--- src/rtl/cam_power_seq_if.sv ---
// Sensor control bundle between top-level control and the power sequencer.
// Control requests flow in; pin drives and status flow out.
interface cam_power_seq_if;
    logic       enable;
    logic       restart;
    logic       cam_pwdn;
    logic       cam_rst_n;
    logic       ready;
    logic       busy;
    logic [2:0] state;
    logic       led;

    modport master (
        output enable, restart,
        input  cam_pwdn, cam_rst_n, ready, busy, state, led
    );

    modport slave (
        input  enable, restart,
        output cam_pwdn, cam_rst_n, ready, busy, state, led
    );
endinterface

--- src/rtl/cam_power_seq.sv ---
// Camera sensor power-up sequencer: OFF -> PWRUP -> RESET -> SETTLE -> READY.
// All pin and status outputs are registered alongside the state.
module cam_power_seq #(
    parameter int unsigned CNT_W    = 32,
    parameter int unsigned T_PWR    = 1190,
    parameter int unsigned T_RST    = 4760,
    parameter int unsigned T_SETTLE = 79968,
    parameter int unsigned LED_DIV  = 22
) (
    input  logic          xvclk,
    input  logic          resetb,
    cam_power_seq_if.slave cam
);

    typedef enum logic [2:0] {
        S_OFF    = 3'd0,
        S_PWRUP  = 3'd1,
        S_RESET  = 3'd2,
        S_SETTLE = 3'd3,
        S_READY  = 3'd4
    } state_t;

    localparam logic [CNT_W-1:0] PWR_LAST = CNT_W'(T_PWR - 1);
    localparam logic [CNT_W-1:0] RST_LAST = CNT_W'(T_RST - 1);
    localparam logic [CNT_W-1:0] STL_LAST = CNT_W'(T_SETTLE - 1);
    localparam int unsigned      LB       = LED_DIV - 1;

    state_t             st, st_nx;
    logic [CNT_W-1:0]   cnt, cnt_nx;
    logic [LED_DIV-1:0] div, div_nx;
    logic               pwdn, pwdn_nx;
    logic               rstn, rstn_nx;
    logic               rdy, rdy_nx;
    logic               bsy, bsy_nx;
    logic               led, led_nx;
    logic               timed;
    logic               entry;
    logic               tgl;

    always_comb begin
        st_nx   = st;
        pwdn_nx = 1'b1;
        rstn_nx = 1'b0;
        rdy_nx  = 1'b0;
        bsy_nx  = 1'b0;
        led_nx  = 1'b0;

        unique case (st)
            S_OFF:    if (cam.enable) st_nx = S_PWRUP;
            S_PWRUP:  if (cnt == PWR_LAST) st_nx = S_RESET;
            S_RESET:  if (cnt == RST_LAST) st_nx = S_SETTLE;
            S_SETTLE: if (cnt == STL_LAST) st_nx = S_READY;
            S_READY:  if (cam.restart) st_nx = S_RESET;
            default:  st_nx = S_OFF;
        endcase
        if (!cam.enable) st_nx = S_OFF;

        timed  = (st == S_PWRUP) || (st == S_RESET) || (st == S_SETTLE);
        cnt_nx = (timed && st_nx == st) ? cnt + 1'b1 : '0;

        // Entering PWRUP or RESET restarts the blink phase.
        entry  = (st_nx != st) && (st_nx == S_PWRUP || st_nx == S_RESET);
        div_nx = entry ? '0 : div + 1'b1;
        tgl    = !entry && (div_nx[LB] != div[LB]);

        unique case (st_nx)
            S_PWRUP: begin
                bsy_nx = 1'b1;
                led_nx = led ^ tgl;
            end
            S_RESET: begin
                pwdn_nx = 1'b0;
                bsy_nx  = 1'b1;
                led_nx  = led ^ tgl;
            end
            S_SETTLE: begin
                pwdn_nx = 1'b0;
                rstn_nx = 1'b1;
                bsy_nx  = 1'b1;
                led_nx  = led ^ tgl;
            end
            S_READY: begin
                pwdn_nx = 1'b0;
                rstn_nx = 1'b1;
                rdy_nx  = 1'b1;
                led_nx  = 1'b1;
            end
            default: ;
        endcase
    end

    always_ff @(posedge xvclk) begin
        if (resetb) begin
            st   <= S_OFF;
            cnt  <= '0;
            div  <= '0;
            pwdn <= 1'b1;
            rstn <= 1'b0;
            rdy  <= 1'b0;
            bsy  <= 1'b0;
            led  <= 1'b0;
        end else begin
            st   <= st_nx;
            cnt  <= cnt_nx;
            div  <= div_nx;
            pwdn <= pwdn_nx;
            rstn <= rstn_nx;
            rdy  <= rdy_nx;
            bsy  <= bsy_nx;
            led  <= led_nx;
        end
    end

    assign cam.state     = st;
    assign cam.cam_pwdn  = pwdn;
    assign cam.cam_rst_n = rstn;
    assign cam.ready     = rdy;
    assign cam.busy      = bsy;
    assign cam.led       = led;

endmodule

--- src/flat_wrapper.sv ---
// flat-port wrapper written by rule: the top's interface ports become plain ports
module cam_power_seq_flat 
#(
    parameter int unsigned CNT_W    = 32,
    parameter int unsigned T_PWR    = 1190,
    parameter int unsigned T_RST    = 4760,
    parameter int unsigned T_SETTLE = 79968,
    parameter int unsigned LED_DIV  = 22
)
  (xvclk, resetb, cam_enable, cam_restart, cam_cam_pwdn, cam_cam_rst_n, cam_ready, cam_busy, cam_state, cam_led);
  cam_power_seq_if cam_i ();
  input  logic xvclk;
  input  logic resetb;
  input wire logic [$bits(cam_i.enable)-1:0] cam_enable;
  input wire logic [$bits(cam_i.restart)-1:0] cam_restart;
  output wire logic [$bits(cam_i.cam_pwdn)-1:0] cam_cam_pwdn;
  output wire logic [$bits(cam_i.cam_rst_n)-1:0] cam_cam_rst_n;
  output wire logic [$bits(cam_i.ready)-1:0] cam_ready;
  output wire logic [$bits(cam_i.busy)-1:0] cam_busy;
  output wire logic [$bits(cam_i.state)-1:0] cam_state;
  output wire logic [$bits(cam_i.led)-1:0] cam_led;
  assign cam_i.enable = cam_enable;
  assign cam_i.restart = cam_restart;
  assign cam_cam_pwdn = cam_i.cam_pwdn;
  assign cam_cam_rst_n = cam_i.cam_rst_n;
  assign cam_ready = cam_i.ready;
  assign cam_busy = cam_i.busy;
  assign cam_state = cam_i.state;
  assign cam_led = cam_i.led;
  cam_power_seq #(.CNT_W(CNT_W), .T_PWR(T_PWR), .T_RST(T_RST), .T_SETTLE(T_SETTLE), .LED_DIV(LED_DIV)) u_core (.xvclk(xvclk), .resetb(resetb), .cam(cam_i));
endmodule
--- config.mk ---
export PLATFORM = sky130hd
export DESIGN_NAME = cam_power_seq_flat
export DESIGN_NICKNAME = d
export VERILOG_FILES = /design/src/rtl/cam_power_seq_if.sv /design/src/rtl/cam_power_seq.sv /design/src/flat_wrapper.sv
export SDC_FILE = /design/constraint.sdc
export NUM_CORES = 1
export LEC_CHECK = 0
export CAP_MARGIN = 15
export CORE_MARGIN = 2
export CORE_UTILIZATION = 60
export CTS_CLUSTER_DIAMETER = 120
export DETAILED_ROUTE_END_ITERATION = 7
export PLACE_DENSITY_LB_ADDON = 0.08
export SLEW_MARGIN = 15
export SYNTH_ARGS = -nofsm -noshare
export SYNTH_HDL_FRONTEND = slang
export SYNTH_SLANG_ARGS = --single-unit
--- constraint.sdc ---
create_clock -name xvclk -period 2.8 [get_ports xvclk]
set_clock_uncertainty 0.1 [all_clocks]
set_input_delay 0.84 -clock xvclk [delete_from_list [all_inputs] [get_ports xvclk]]
set_output_delay 0.84 -clock xvclk [all_outputs]
set_load 0.005 [all_outputs]
==> reports/metrics.sh <==
DIE_W_UM=73.9
FRACTION_OF_POST_SYNTHESIS_CELL_AREA_IN_THE_TOP_CELL_TYPE_BY_AREA_PCT=41.6
FIN_SETUP_TNS_NS=0
ANTENNA_VIOLATIONS_BEFORE_REPAIR=0
DRT-PASS1-ITER-COUNT=4
RUN_STATUS='complete, no violations'
POSTSYNTHAREAPERCELL_UM2=8.60
HTREE_LEVELS=3
FIRST_GLOBAL_VIAS=2031
LAYOUT-AREA-OVERHEAD-VS-SYNTH_PCT=13.0
COMBINATIONAL_FAMILY_WITH_THE_MOST_AREA_AFTER_SYNTHESIS='simple AND/OR/NAND/NOR gates'
SETUP.WORST_PATH.CLASS='register to register'
HOLD-WORST-SLACK_NS=0.393
CAP_VIOL_MAX_COUNT=0
RR_STARTPOINT='u_core.cnt[0]'
CTS_HOLD_REPAIR.BUFFERS=0
SYNTH_ADDER_AREA_SHARE_PCT=1.28
POST-SYNTH-TOP-AREA-CELL='dfxtp_1'
FINALSETUPVIOLCOUNT=0
INSERTEDDIODECOUNT=0
PLACEMENT_ROWS=25
WORST-R2R-CELL-COUNT=10
SYNTH_SIMPLE_GATE_AREA_SHARE_PCT=33.9
R2R_END='u_core.cnt[13]'
FINALWEIGHTEDCONGESTION=0.936
WORSTSKEWPAIRLATENCY_NS=0.33
MULTI_INPUT_COMB_AREA_UM2=1600
YS_SEQ_AREA_SHARE_PCT=41.6
GRT_USAGE_PCT=20.6
VIAS_PER_CELL=5.26
POST_SYNTH_XOR_AREA_FRACTION_PCT=14.6
CLK_PIN_SLEW_NS=0.06
NUMBER_OF_SYNTHESIZED_FLOPS_WITH_AN_ENABLE_PIN=0
NETS=366
TOTALWIRELENGTH_MM=5.03
LAYOUT-DRIVE-GT1-SHARE_PCT=16.3
ROUTE.ANTENNA.REMAINING_NETS=0
REMAINING_DRC_ERRORS=0
DR_TOTAL_VIAS=2262
FINALHOLDVIOLCOUNT=0
MAPPEDNETLISTAREA_UM2=2930
POST-CTS-SETUP-BUFFERS=0
PLACE.PORT_BUFFERS=11
CRITPATHREQUIREDTIME_NS=2.93
LEAKAGEPOWER_nW=1.05
SYNTHCELLS=341
TIMING.CRITICAL_PATH.FANOUT_MAX=13
CLOCKROOTBUFFER='clkbuf_8'
LAYOUT.CELLS.MOST_COMMON='nor2_1'
YOSYSUNIQUECELLTYPES=43
CTS_NUM_SINKS=61
WORST_HOLD_PATH_TYPE='register to register'
WORSTMARGINPINSLEW_NS=0.505
SYNTH-SEQ-CELLS=61
CTS_TREE='built'
SETUP.WORST_PATH.END_CLASS='register'
LAYOUT.CELLS.MOST_COMMON_LIST='64 x nor2_1, 61 x dfxtp_1, 26 x nand2_1, 25 x xnor2_1'
P_PER_AREA_nW_PER_UM2=513
GRT_MAX_DEGREE=22
FLOORPLAN.CORE_AREA_UM2=4720
SYN_NETS=348
YS_TOP_CELLS_BY_AREA='dfxtp_1 42%, nor2_1 8.2%, xnor2_1 7.5%'
CLOCK_PATH_BUFFERS=2
INITIAL_CORE_UTIL_PCT=62.1
CTS-BUFFERS-INSERTED=9
SYNTHESIS.YOSYS.WARNINGS=0
MAX-VDD-IR-DROP_uV=526
STARTPOINT='u_core.cnt[0]'
CHIPHEIGHT_UM=73.9
GR-TOTAL-OVERFLOW=0
DIE_FOOTPRINT_UM2=5460
WIRE_LENGTH_OF_THE_FIRST_GLOBAL_ROUTING_PASS_MM=8.56
SLEW_LIMIT_FAILS=0
IO-PIN-COUNT=12
YS_ASYNC_SR_FRACTION_PCT=0
DPL.HPWL_MM=3.52
POST-ROUTE-WORST-SETUP-SLACK_NS=0.220
DRT_ITER0_DRC=71
WORST_SLEW_SLACK_AS_A_FRACTION_OF_ITS_LIMIT_PCT=66.1
FILL_CELLS=397
SYNTH_FLOP_CELL='dfxtp_1'
P_TOTAL_W=0.00170
FINAL.MIN_CLOCK_PERIOD_NS=2.58
POST_CTS.RESIZED_INSTANCES=0
MIN_PERIOD_OVER_PERIOD_PCT=92.1
SYNTH.MUX.AREA_FRACTION_PCT=0
WORSTPATHARRIVAL_NS=2.71
PRECTSSETUPSLACK_NS=0.160
WORSTSETUPENDPOINT='u_core.cnt[13]'
SEQCELLAREA_UM2=1220
TIMING.CRITICAL_PATH.FROM_TYPE='register'
COMPOUND_GATE_PORTION_OF_THE_SYNTHESIZED_AREA_PCT=4.65
FF2FF_SETUP_SLACK_NS=0.22
FMAXACHIEVABLE_GHz=0.388
GRT_SETUP_UNREPAIRED='false'
DETAIL_ROUTE.WL_PER_CELL_UM=11.7
==> cell type report <==
cell class | instances | share of cell area, %
inverter | 12 | 1.36
multi-input combinational | 258 | 48.2
sequential | 61 | 36.9
clock buffer | 11 | 4.57
timing repair buffer | 17 | 5.06
tap | 67 | 2.53
clock inverter | 4 | 1.44
==> critical path: stages (launching register included) <==
cell and delay, ns:
dfxtp_1 0.40, ha_1 0.23, and4b_1 0.23, nand2b_1 0.10, nor4b_4 0.31, a21oi_1 0.13, a211oi_2 0.36, o22ai_1 0.18
nand2_2 0.13, buf_4 0.24, nor2_2 0.06
==> how the worst min path moves through the flow <==
stage	startpoint	end	slack (ns)	cells past startpoint
6_report	u_core.div[0]	u_core.div[0]	0.39	1
5_1_grt	u_core.div[0]	u_core.div[0]	0.40	1
4_1_cts	u_core.div[0]	u_core.div[0]	0.39	1
3_5_place_dp	u_core.div[0]	u_core.div[0]	0.38	1
3_3_place_gp	u_core.cnt[0]	u_core.cnt[0]	0.37	1
2_1_floorplan	u_core.cnt[0]	u_core.cnt[0]	0.34	1
==> synthesized netlist by cell type, types with 2 or more instances <==
cell,n
buf_4,2
nor4_2,8
a22oi_1,2
nand4b_1,2
and3_1,7
nor3_1,6
dfxtp_1,61
a21oi_1,6
nand4_1,12
o21ai_0,3
or2_2,2
nand2_1,26
nor2_2,20
xor2_1,24
nor4_1,2
xnor2_1,25
ha_1,3
nor2_1,64
buf_2,2
buf_6,3
and4b_1,2
nand3_1,24
clkbuf_1,2
nand2_2,3
inv_1,12
==> logic make-up after synthesis <==
kind of cell,after synthesis
xor+xnor,49
fa+ha+maj,3
flops,61
compound gates,20
simple gates,186
buf+inv,22
==> flip-flops by register name, indices dropped and copies added (netlist names) <==
register              cells
u_core.cnt               32
u_core.div               21
u_core.cam.state          3
u_core.cam.busy           1
u_core.cam.cam_pwdn       1
u_core.cam.cam_rst_n      1
u_core.cam.led            1
u_core.cam.ready          1
==> per-stage QoR <==
stage                     instances  instance area (um2)  util [%]
after global routing            430                 3310      70.1
after global placement          415                 3110      65.9
after CTS                       430                 3310      70.1
final                           430                 3310      70.1
after detailed placement        415                 3110      65.9
after floorplan                 341                 2930         -
==> power breakdown <==
| group | switching, W | internal [W] |
|---|---|---|
| logic | 0.0000290 | 0.0000194 |
| clock network | 0.000323 | 0.000451 |
| registers | 0.00000493 | 0.000873 |
| total | 0.000357 | 0.00134 |
==> routing by layer <==
layer,vias up,global-route usage (%),wire [um]
met3,14,5.76,193
met2,46,30.9,2160
met5,-,0,0
met1,1019,26.3,2520
li1,1183,-,-
met4,0,12.9,145
Note: power is estimated with default switching activity, not from simulation.
